$ cat src/rtl/sudoku_sched_pkg.sv
// Shared definitions for the sudoku solve scheduler.
//   slot_state_e : per-slot sequencer state
//   CODE_*       : result codes reported on res_code_o
//   job_t        : one entry of the job FIFO
package sudoku_sched_pkg;

  localparam int NUM_SLOTS = 2;

  typedef enum logic [2:0] {
    ST_IDLE   = 3'd0,
    ST_START  = 3'd1,
    ST_RUN    = 3'd2,
    ST_ABORT  = 3'd3,
    ST_REPORT = 3'd4
  } slot_state_e;

  localparam logic [2:0] CODE_SOLVED  = 3'd0;
  localparam logic [2:0] CODE_STUCK   = 3'd1;
  localparam logic [2:0] CODE_ILLEGAL = 3'd2;
  localparam logic [2:0] CODE_TIMEOUT = 3'd3;
  localparam logic [2:0] CODE_ABORTED = 3'd4;

  typedef struct packed {
    logic       slot;
    logic [3:0] tag;
    logic       naked;
  } job_t;

  // Completion code from solver flags: illegal beats solved beats stuck;
  // a drop of busy with no flag at all is treated as stuck.
  function automatic logic [2:0] result_code(input logic solved,
                                             input logic stuck,
                                             input logic illegal);
    if (illegal)     return CODE_ILLEGAL;
    else if (solved) return CODE_SOLVED;
    else if (stuck)  return CODE_STUCK;
    else             return CODE_STUCK;
  endfunction

endpackage

$ cat src/rtl/sudoku_slot_seq.sv
// Per-solver sequencer: starts one job on its solver, supervises it with a
// cycle timer, retries a stuck attempt once with allow_naked set, handles
// software abort, and holds the result until the arbiter takes it.
// Ports:
//   clk_i, rst_i          clock, synchronous active-high reset
//   dispatch_i            take job (tag_i, naked_i) this cycle (only while idle)
//   abort_req_i           software abort pulse
//   busy/solved/stuck/illegal_i  solver status
//   grant_i               result transferred this cycle
//   idle_o, report_o      state decodes for the dispatcher / arbiter
//   start_o, abort_o, allow_naked_o  solver controls
//   tag_o, code_o, retried_o         result fields
module sudoku_slot_seq
  import sudoku_sched_pkg::*;
#(
  parameter int unsigned TIMEOUT     = 50000,
  parameter bit          RETRY_NAKED = 1'b1
) (
  input  logic       clk_i,
  input  logic       rst_i,
  input  logic       dispatch_i,
  input  logic [3:0] tag_i,
  input  logic       naked_i,
  input  logic       abort_req_i,
  input  logic       busy_i,
  input  logic       solved_i,
  input  logic       stuck_i,
  input  logic       illegal_i,
  input  logic       grant_i,
  output logic       idle_o,
  output logic       report_o,
  output logic       start_o,
  output logic       abort_o,
  output logic       allow_naked_o,
  output logic [3:0] tag_o,
  output logic [2:0] code_o,
  output logic       retried_o
);

  // Timer value on the last permitted cycle of an attempt.
  localparam logic [15:0] TMO_LAST = 16'(TIMEOUT - 1);

  slot_state_e state_q, state_d;
  logic [3:0]  tag_q, tag_d;
  logic        naked_q, naked_d;
  logic        retried_q, retried_d;
  logic [2:0]  code_q, code_d;
  logic [15:0] timer_q, timer_d;

  logic       timeout_hit;
  logic [2:0] result;

  assign timeout_hit = (TIMEOUT != 0) && (timer_q == TMO_LAST);
  assign result      = result_code(solved_i, stuck_i, illegal_i);

  // NOTE: every variable gets its hold value first, so no path leaves one unassigned and no latch is inferred.
  always_comb begin
    state_d   = state_q;
    tag_d     = tag_q;
    naked_d   = naked_q;
    retried_d = retried_q;
    code_d    = code_q;
    timer_d   = timer_q;
    unique case (state_q)
      ST_IDLE: begin
        if (dispatch_i) begin
          state_d   = ST_START;
          tag_d     = tag_i;
          naked_d   = naked_i;
          retried_d = 1'b0;
          timer_d   = '0;
        end
      end
      ST_START, ST_RUN: begin
        timer_d = timer_q + 16'd1;
        // Software abort outranks the timeout, which outranks completion.
        if (abort_req_i) begin
          state_d = ST_ABORT;
          code_d  = CODE_ABORTED;
        end else if (timeout_hit) begin
          state_d = ST_ABORT;
          code_d  = CODE_TIMEOUT;
        end else if (state_q == ST_START) begin
          if (busy_i) state_d = ST_RUN;
        end else if (!busy_i) begin
          if (result == CODE_STUCK && !naked_q && RETRY_NAKED && !retried_q) begin
            state_d   = ST_START;
            naked_d   = 1'b1;
            retried_d = 1'b1;
            timer_d   = '0;
          end else begin
            state_d = ST_REPORT;
            code_d  = result;
          end
        end
      end
      ST_ABORT: begin
        if (!busy_i) state_d = ST_REPORT;
      end
      ST_REPORT: begin
        if (grant_i) state_d = ST_IDLE;
      end
      default: state_d = ST_IDLE;
    endcase
  end

  // NOTE: state registers use non-blocking assignments so every flop samples the pre-edge values.
  always_ff @(posedge clk_i) begin
    if (rst_i) begin
      state_q   <= ST_IDLE;
      tag_q     <= '0;
      naked_q   <= 1'b1;
      retried_q <= 1'b0;
      code_q    <= CODE_SOLVED;
      timer_q   <= '0;
    end else begin
      state_q   <= state_d;
      tag_q     <= tag_d;
      naked_q   <= naked_d;
      retried_q <= retried_d;
      code_q    <= code_d;
      timer_q   <= timer_d;
    end
  end

  // Controls decode straight from the state register: start and abort are
  // glitch-free and can never be high together.
  assign idle_o        = (state_q == ST_IDLE);
  assign report_o      = (state_q == ST_REPORT);
  assign start_o       = (state_q == ST_START);
  assign abort_o       = (state_q == ST_ABORT);
  assign allow_naked_o = naked_q;
  assign tag_o         = tag_q;
  assign code_o        = code_q;
  assign retried_o     = retried_q;

endmodule

$ cat src/rtl/sudoku_solve_scheduler.sv
// Schedules sudoku jobs onto two solver slots. Jobs enter an in-order FIFO;
// the head job goes to its target slot when that slot is idle (head-of-line
// blocking, no reordering). Results from the two slots are merged onto one
// result port by a round-robin arbiter.
// Ports:
//   wb_clk_i, wb_rst_i      clock, synchronous active-high reset
//   job_*                   job enqueue handshake and fields
//   res_*                   result handshake and fields
//   abort_req_i[1:0]        per-slot software abort pulse
//   slv_*_o[1:0]            per-solver start/abort/allow_naked
//   slv_*_i[1:0]            per-solver busy/solved/stuck/illegal
//   queue_count_o           FIFO occupancy
//   sched_busy_o            any slot active or FIFO non-empty
module sudoku_solve_scheduler
  import sudoku_sched_pkg::*;
#(
  parameter int unsigned JOB_DEPTH   = 4,
  parameter int unsigned TIMEOUT     = 50000,
  parameter bit          RETRY_NAKED = 1'b1
) (
  input  logic                       wb_clk_i,
  input  logic                       wb_rst_i,
  input  logic                       job_valid_i,
  output logic                       job_ready_o,
  input  logic                       job_slot_i,
  input  logic [3:0]                 job_tag_i,
  input  logic                       job_naked_i,
  output logic                       res_valid_o,
  input  logic                       res_ready_i,
  output logic                       res_slot_o,
  output logic [3:0]                 res_tag_o,
  output logic [2:0]                 res_code_o,
  output logic                       res_retried_o,
  input  logic [1:0]                 abort_req_i,
  output logic [1:0]                 slv_start_o,
  output logic [1:0]                 slv_abort_o,
  output logic [1:0]                 slv_allow_naked_o,
  input  logic [1:0]                 slv_busy_i,
  input  logic [1:0]                 slv_solved_i,
  input  logic [1:0]                 slv_stuck_i,
  input  logic [1:0]                 slv_illegal_i,
  output logic [$clog2(JOB_DEPTH):0] queue_count_o,
  output logic                       sched_busy_o
);

  localparam int          AW        = $clog2(JOB_DEPTH);
  localparam logic [AW:0] DEPTH_CNT = (AW+1)'(JOB_DEPTH);

  // ---------------- job FIFO ----------------
  job_t          fifo_mem [JOB_DEPTH];
  logic [AW-1:0] wr_ptr_q, rd_ptr_q;
  logic [AW:0]   count_q, count_d;
  logic          fifo_full, fifo_empty, enq, deq;
  job_t          job_in, head;

  logic [NUM_SLOTS-1:0] slot_idle, slot_report, dispatch, grant;
  logic [3:0]           slot_tag  [NUM_SLOTS];
  logic [2:0]           slot_code [NUM_SLOTS];
  logic [NUM_SLOTS-1:0] slot_retried;

  assign fifo_full   = (count_q == DEPTH_CNT);
  assign fifo_empty  = (count_q == '0);
  assign job_ready_o = !fifo_full && !wb_rst_i;
  assign enq         = job_valid_i && job_ready_o;
  assign deq         = |dispatch;
  assign job_in      = '{slot: job_slot_i, tag: job_tag_i, naked: job_naked_i};
  assign head        = fifo_mem[rd_ptr_q];

  always_comb begin
    count_d = count_q;
    unique case ({enq, deq})
      2'b10:   count_d = count_q + 1'b1;
      2'b01:   count_d = count_q - 1'b1;
      default: count_d = count_q;
    endcase
  end

  always_ff @(posedge wb_clk_i) begin
    if (wb_rst_i) begin
      wr_ptr_q <= '0;
      rd_ptr_q <= '0;
      count_q  <= '0;
    end else begin
      if (enq) wr_ptr_q <= wr_ptr_q + 1'b1;
      if (deq) rd_ptr_q <= rd_ptr_q + 1'b1;
      count_q <= count_d;
    end
  end

  // NOTE: the storage array has no reset; count_q alone decides which entries are valid.
  always_ff @(posedge wb_clk_i) begin
    if (enq) fifo_mem[wr_ptr_q] <= job_in;
  end

  assign queue_count_o = count_q;

  // ---------------- result arbiter ----------------
  logic last_q;     // slot served most recently
  logic grant_idx;
  logic transfer;

  // With both slots reporting, serve the one not served last.
  assign grant_idx   = (&slot_report) ? ~last_q : slot_report[1];
  assign res_valid_o = |slot_report;
  assign transfer    = res_valid_o && res_ready_i;

  assign res_slot_o    = grant_idx;
  assign res_tag_o     = slot_tag[grant_idx];
  assign res_code_o    = slot_code[grant_idx];
  assign res_retried_o = slot_retried[grant_idx];

  always_ff @(posedge wb_clk_i) begin
    if (wb_rst_i)      last_q <= 1'b0;
    else if (transfer) last_q <= grant_idx;
  end

  // ---------------- slots ----------------
  for (genvar s = 0; s < NUM_SLOTS; s++) begin : g_slot
    // Dispatch looks at the registered idle state, so a slot leaving
    // REPORT always spends one cycle in IDLE before taking a new job.
    assign dispatch[s] = !fifo_empty && (head.slot == 1'(s)) && slot_idle[s];
    assign grant[s]    = transfer && (grant_idx == 1'(s));

    sudoku_slot_seq #(
      .TIMEOUT     (TIMEOUT),
      .RETRY_NAKED (RETRY_NAKED)
    ) u_seq (
      .clk_i         (wb_clk_i),
      .rst_i         (wb_rst_i),
      .dispatch_i    (dispatch[s]),
      .tag_i         (head.tag),
      .naked_i       (head.naked),
      .abort_req_i   (abort_req_i[s]),
      .busy_i        (slv_busy_i[s]),
      .solved_i      (slv_solved_i[s]),
      .stuck_i       (slv_stuck_i[s]),
      .illegal_i     (slv_illegal_i[s]),
      .grant_i       (grant[s]),
      .idle_o        (slot_idle[s]),
      .report_o      (slot_report[s]),
      .start_o       (slv_start_o[s]),
      .abort_o       (slv_abort_o[s]),
      .allow_naked_o (slv_allow_naked_o[s]),
      .tag_o         (slot_tag[s]),
      .code_o        (slot_code[s]),
      .retried_o     (slot_retried[s])
    );
  end

  assign sched_busy_o = !(&slot_idle) || !fifo_empty;

endmodule

$ cat config.mk
export PLATFORM = sky130hd
export DESIGN_NAME = sudoku_solve_scheduler
export DESIGN_NICKNAME = d
export VERILOG_FILES = /design/src/rtl/sudoku_sched_pkg.sv /design/src/rtl/sudoku_slot_seq.sv /design/src/rtl/sudoku_solve_scheduler.sv
export SDC_FILE = /design/constraint.sdc
export NUM_CORES = 1
export LEC_CHECK = 0
export CORE_UTILIZATION = 50
export DETAILED_ROUTE_END_ITERATION = 6
export PLACE_DENSITY = 0.71
export SYNTH_ARGS = -nofsm -noshare
export SYNTH_HDL_FRONTEND = slang
export SYNTH_SLANG_ARGS = --single-unit
$ cat constraint.sdc
create_clock -name wb_clk_i -period 6.9 [get_ports wb_clk_i]
set_input_delay 0.69 -clock wb_clk_i [delete_from_list [all_inputs] [get_ports wb_clk_i]]
set_output_delay 0.69 -clock wb_clk_i [all_outputs]
set_load 0.03 [all_outputs]
Word-level counts from Yosys, hierarchy flattened. Memory sizes are Yosys's and may differ from the RTL's. A register that Yosys moved wholly into a read port is not among the register bits. Cells that the tools add are included.

Register bits after elaboration: 64. Latch bits: 0. RAM bits: 24. Memory bits (read-only): 0. Output and inout port bits: 21. Logic and storage cells: 194. Memories kept: 1.

$add $sub $neg: 6. $mul: 0. Divide/modulo/power cells: 0. Magnitude comparators: 2. Eq/ne operators: 41. Shifts and indexed selects: 0. Multiplexer cells: 80. Bitwise operators: 4. Reduce and logical (&&, ||, !) cells: 44.

Memories: fifo_mem (words 4, width 6, read ports 1, clocked after Yosys merged registers in 1, write ports 1, RTL line sudoku_solve_scheduler.sv:50) `job_t fifo_mem [JOB_DEPTH];`.

Operators by type and width (count): 2-to-1 mux 16 bit (12); 2-to-1 mux 3 bit (31); case mux 16 bit (2 select lines) (2); adder 16 x 1 -> 16 bit (second input constant) (2); equality test 16 bit (second input constant) (2); case mux 3 bit (4 select lines) (2); 2-to-1 mux 1 bit (21); != test 2 bit (second input constant) (10); AND reduction 7 bit (2); logical AND 1 bit (13); equality test 3 x 1 -> 1 bit (second input constant) (4); equality test 3 x 2 -> 1 bit (second input constant) (4); 2-to-1 mux 4 bit (3); != test 2 x 1 -> 1 bit (second input constant) (6); != test 3 x 2 -> 1 bit (second input constant) (4); AND reduction 2 bit (6); != test 5 x 3 -> 1 bit (second input constant) (2); != test 5 bit (second input constant) (2); AND reduction 5 bit (2); equality test 3 bit (second input constant) (3); logical NOT 3 bit (3); logical NOT 1 bit (8); 2-to-1 mux 2 bit (4); case mux 1 bit (2 select lines) (4); other kinds (15) (25).

Logic depth before layout (Yosys ltp).
Word-level depth: 11. Depth in mapped cells: 10. Gate-level depth less buffers: 10.

Hierarchy. Synthesis repeated with hierarchy kept, for this count alone.

Cell total of the unflattened synthesis: 495. Area total of the unflattened synthesis: 4777.1 sq um.

Modules (own cells, without submodules): sudoku_slot_seq (instances 2, cells each 191, area an instance 1576.5 sq um, seq. area each 560.5 sq um); sudoku_solve_scheduler (instances 1, cells each 113, area an instance 1624.1 sq um, seq. area each 920.9 sq um).

Worst setup path before layout. Ideal clock, no wire load.

Path type: register to register. Start point: register with a tool-made name. End point: register count_q[2] (netlist: queue_count_o[2]). Arrival: 3.015 ns. Required time: 6.830 ns. Setup slack: 3.814 ns. Stages on the path, launching flop included: 11. Path buffers: 1. Period minus slack after synthesis: 3.086 ns. Cell sequence: dfxtp_1 -> buf_6 -> mux4_2 -> nor4b_2 -> nand2b_1 -> ha_1 -> inv_1 -> fa_1 -> xor2_1 -> or3_1 -> a21oi_1.

RTL lines: end signal, assigned (RTL line sudoku_solve_scheduler.sv:86) `count_q <= count_d;`; end, declared (RTL line sudoku_solve_scheduler.sv:52) `logic [AW:0] count_q, count_d;`.

Final worst setup path.
Start point: register g_slot[0].u_seq.state_q[0]. End point: output res_retried_o.

Longest elaborated chain between the ends: 5.

RTL lines: start, declared (RTL line sudoku_slot_seq.sv:43) `slot_state_e state_q, state_d;`; start signal, assigned (RTL line sudoku_slot_seq.sv:117) `state_q <= state_d;`; equality test 3 bit (RTL line sudoku_slot_seq.sv:129) `assign report_o = (state_q == ST_REPORT);`; AND reduction 2 bit (RTL line sudoku_solve_scheduler.sv:103) `assign grant_idx = (&slot_report) ? ~last_q : slot_report[1];`; 2-to-1 mux 1 bit (RTL line sudoku_solve_scheduler.sv:103); 2-to-1 mux 1 bit (not written as such) (2 in series) (RTL line sudoku_solve_scheduler.sv:110) `assign res_retried_o = slot_retried[grant_idx];`; end, declared (RTL line sudoku_solve_scheduler.sv:33) `output logic res_retried_o,`.

No other way between the ends. The select of a mux whose other input is x is not followed.

==> results.yml <==
floorplanning:
  die_y_um: 95.7
  fp.dieW_um: 95.7
  ios: 41
  dieArea_um2: 9150
  rows: 33
  start_util_pct: 52.6
  core_um2: 8340
pwr:
  fin_total_pwr_mw: 1.68
  vdd_drop_max_mv: 0.278
  leakagePower_nw: 1.74
  powerDensity_nw_per_um2: 336
clock_network:
  cts.clk_slew.worst_paths_ns: 0.09
  htreeDepth: 3
  worstSkewPairLatency_ns: 0.37
  cts_setup_buffers: 0
  clockRootBuffer: "clkbuf_8"
  cts_hold_buf: 0
  clockBufferDepth: 2
  cts_tree: "done"
  cts.repair.resized: 0
  cts.sinks: 90
  numCtsBuffers: 9
layout:
  diodes: 0
  area_growth_pct: 13.9
  drive_gt1_share_pct: 8.06
  nets: 507
  fill_cells: 727
logic_synthesis:
  ys_ff_latch: 90
  async_flop_share_pct: 0
  synth_cell_type_count: 61
  synth_largest_area_cell: "dfxtp_1"
  seq_area_frac_synth_pct: 46.5
  syn_inst: 454
  synth_warnings: 0
  syn_area_um2: 4390
  ys.flop_type: "dfxtp_1"
  netlist.area_leader.share_pct: 30.1
  synth_area_per_cell_um2: 9.67
  synth_area_leaders: "dfxtp_1 30%, edfxtp_1 16%, xor2_1 4.2%"
  synth_edf_count: 24
  syn_nets: 482
sta:
  rsz0062_at_grt: "no"
  hold_viol: 0
  fin_skew_ns: 0.00757
  fin_setup_tns_ns: 0
  worst_pin_slew_ns: 1.16
  relSlewSlack_pct: 22.4
  min_period_ns: 3.94
  period_share_pct: 57.1
  holdWs_ns: 0.460
  clock.fmax_mhz: 254
  slew_viol_final: 0
  setup_violations: 0
  setup_slack_ns: 2.96
worst_setup_path:
  worstSetupPathType: "register to output port"
  cp.arrival_ns: 3.25
  cp_max_fo: 10
  cp.required_ns: 6.21
  worst_setup_path_start_kind: "register"
  crit_chain: "nor2_1 > and2_1 > a21oi_1 > mux2_2 > clkdlybuf4s50_1"
  crit_slowest_cell: "a21oi_1"
  cp-end-kind: "output port"
  cpPeakStageDelay_ns: 0.91
detailed_routing:
  vias_per_cell: 5.78
  drt_pass1_iterations: 4
  routedWlPerCell_um: 15.5
  drtIter0Drc: 158
  final_antenna_net_count: 0
  drt_wl_total_um: 9160
  vias: 3402
  drcViolationCount: 0
place:
  dpl.hpwl_um: 6360
  portBuffers: 38
  dp_slack_ns: 3.23
  gp_congestion: 0.804
min_path:
  min_path_type: "register to register"
run_status:
  status: "completed"
grt:
  grt-ovfl-total: 0
  grt_max_degree: 42
  antenna_found_initial: 0
  grt_first_pass_wirelength_um: 15200
  track_usage_pct: 21.5
  grt_pass1_vias: 3198
job:
  maxCapViolCount: 0
[cell type report]
cell class                 instances  area [um^2]  share of cell area, %
clock buffer                       9          124                   2.48
clock inverter                     7         90.1                   1.80
inverter                          18         67.6                   1.35
multi-input combinational        319         2140                   42.8
sequential                        90         2040                   40.9
tap                              105          131                   2.63
timing repair buffer              41          403                   8.06
[power by group]
group | total, mW | switching, mW | internal [mW] | leakage, nW
Combinational | 0.615 | 0.372 | 0.243 | 0.877
Clock | 0.390 | 0.211 | 0.179 | 0.111
Sequential | 0.674 | 0.0670 | 0.607 | 0.753
[cells in the mapped netlist, types with 2 or more instances]
| master | count |
|---|---|
| a21boi_0 | 2 |
| a21oi_1 | 31 |
| a22o_1 | 7 |
| a22oi_1 | 2 |
| a31oi_1 | 2 |
| and2_1 | 3 |
| and3_1 | 10 |
| and4_1 | 3 |
| buf_2 | 4 |
| buf_4 | 7 |
| clkbuf_1 | 14 |
| dfxtp_1 | 66 |
| edfxtp_1 | 24 |
| ha_1 | 7 |
| inv_1 | 18 |
| mux2_2 | 8 |
| mux2i_1 | 10 |
| mux4_2 | 6 |
| nand2_1 | 36 |
| nand2b_1 | 4 |
| nand3_1 | 21 |
| nand4_1 | 15 |
| nand4b_1 | 3 |
| nor2_1 | 45 |
| nor3_1 | 10 |
| nor3b_1 | 6 |
| nor4_1 | 6 |
| nor4b_1 | 2 |
| nor4bb_1 | 4 |
| o211ai_1 | 2 |
| o21a_1 | 3 |
| o21ai_0 | 10 |
| o21ai_1 | 3 |
| or3_1 | 5 |
| or4_1 | 4 |
| xnor2_1 | 6 |
| xor2_1 | 21 |
[critical path: cells and delay by family (launching register included)]
| kind | cells | cell delay, ns |
|---|---|---|
| AO/OA/AOI/OAI | 1 | 0.91 |
| buffers and inverters | 1 | 0.60 |
| flip-flops | 1 | 0.52 |
| multiplexers | 1 | 0.43 |
| AND/OR/NAND/NOR | 2 | 0.41 |
[cells by family (layout without fill, tap and decap cells)]
logic type / count (synthesis) / count (layout) / synth area share [%]
multiplexers: 24 / 24 / 7.41
adder cells (fa/ha/maj): 8 / 8 / 2.45
flip-flops: 90 / 90 / 46.5
buffers and inverters: 45 / 75 / 4.73
XOR/XNOR: 27 / 27 / 5.39
AO/OA/AOI/OAI: 77 / 77 / 11.4
AND/OR/NAND/NOR: 183 / 183 / 22.1
[metrics by stage]
step	utilization (%)	area (um^2)	std cells
2_1_floorplan	-	4390	454
3_3_place_gp	57.3	4780	573
3_5_place_dp	57.3	4780	573
4_1_cts	59.9	5000	589
5_1_grt	59.9	5000	589
6_report	59.9	5000	589
[layout by cell type (no fill, tap or decap), types with 4 or more instances in the layout]
cell / n
mux2i_1: 10
nand4_1: 15
nor3b_1: 6
nor2_1: 45
nand2_1: 36
ha_1: 7
nand2b_1: 4
edfxtp_1: 24
and3_1: 10
or4_1: 4
a22o_1: 7
mux4_2: 6
xnor2_1: 6
mux2_2: 8
or3_1: 5
clkbuf_8: 9
o21ai_0: 10
a21oi_1: 31
nor4bb_1: 4
clkdlybuf4s50_1: 38
nand3_1: 21
xor2_1: 21
dfxtp_1: 66
inv_1: 18
nor4_1: 6
nor3_1: 10
[registers in the layout (all words and copies together), names as in the netlist, named ones only]
signal                      flops
fifo_mem                       24
g_slot.u_seq.allow_naked_o      2
g_slot.u_seq.code_o             6
g_slot.u_seq.retried_o          2
g_slot.u_seq.state_q            6
g_slot.u_seq.tag_o              8
g_slot.u_seq.timer_q           32
last_q                          1
queue_count_o                   3
rd_ptr_q                        2
wr_ptr_q                        2
[path summary, 6_finish.rpt]
kind / start / end / slack [ns] / cells after the start
worst max-delay path: g_slot[0].u_seq.state_q[0] / res_retried_o / 2.96 / 5
worst min-delay path: g_slot[1].u_seq.code_o[0] / g_slot[1].u_seq.code_o[0] / 0.46 / 2
worst max register to register: register / queue_count_o[2] / 3.20 / 9
worst min register to register: g_slot[1].u_seq.code_o[0] / g_slot[1].u_seq.code_o[0] / 0.46 / 2
[routing by layer]
metal / vias to the layer above / GRT usage (%) / routed length [um]
met3: 10 / 5.02 / 346
met2: 70 / 34.9 / 4330
met5: - / 0 / 0
met4: 0 / 6.09 / 119
met1: 1624 / 28.8 / 4360
li1: 1698 / - / -
No activity file was read; power rests on OpenSTA's default activity.
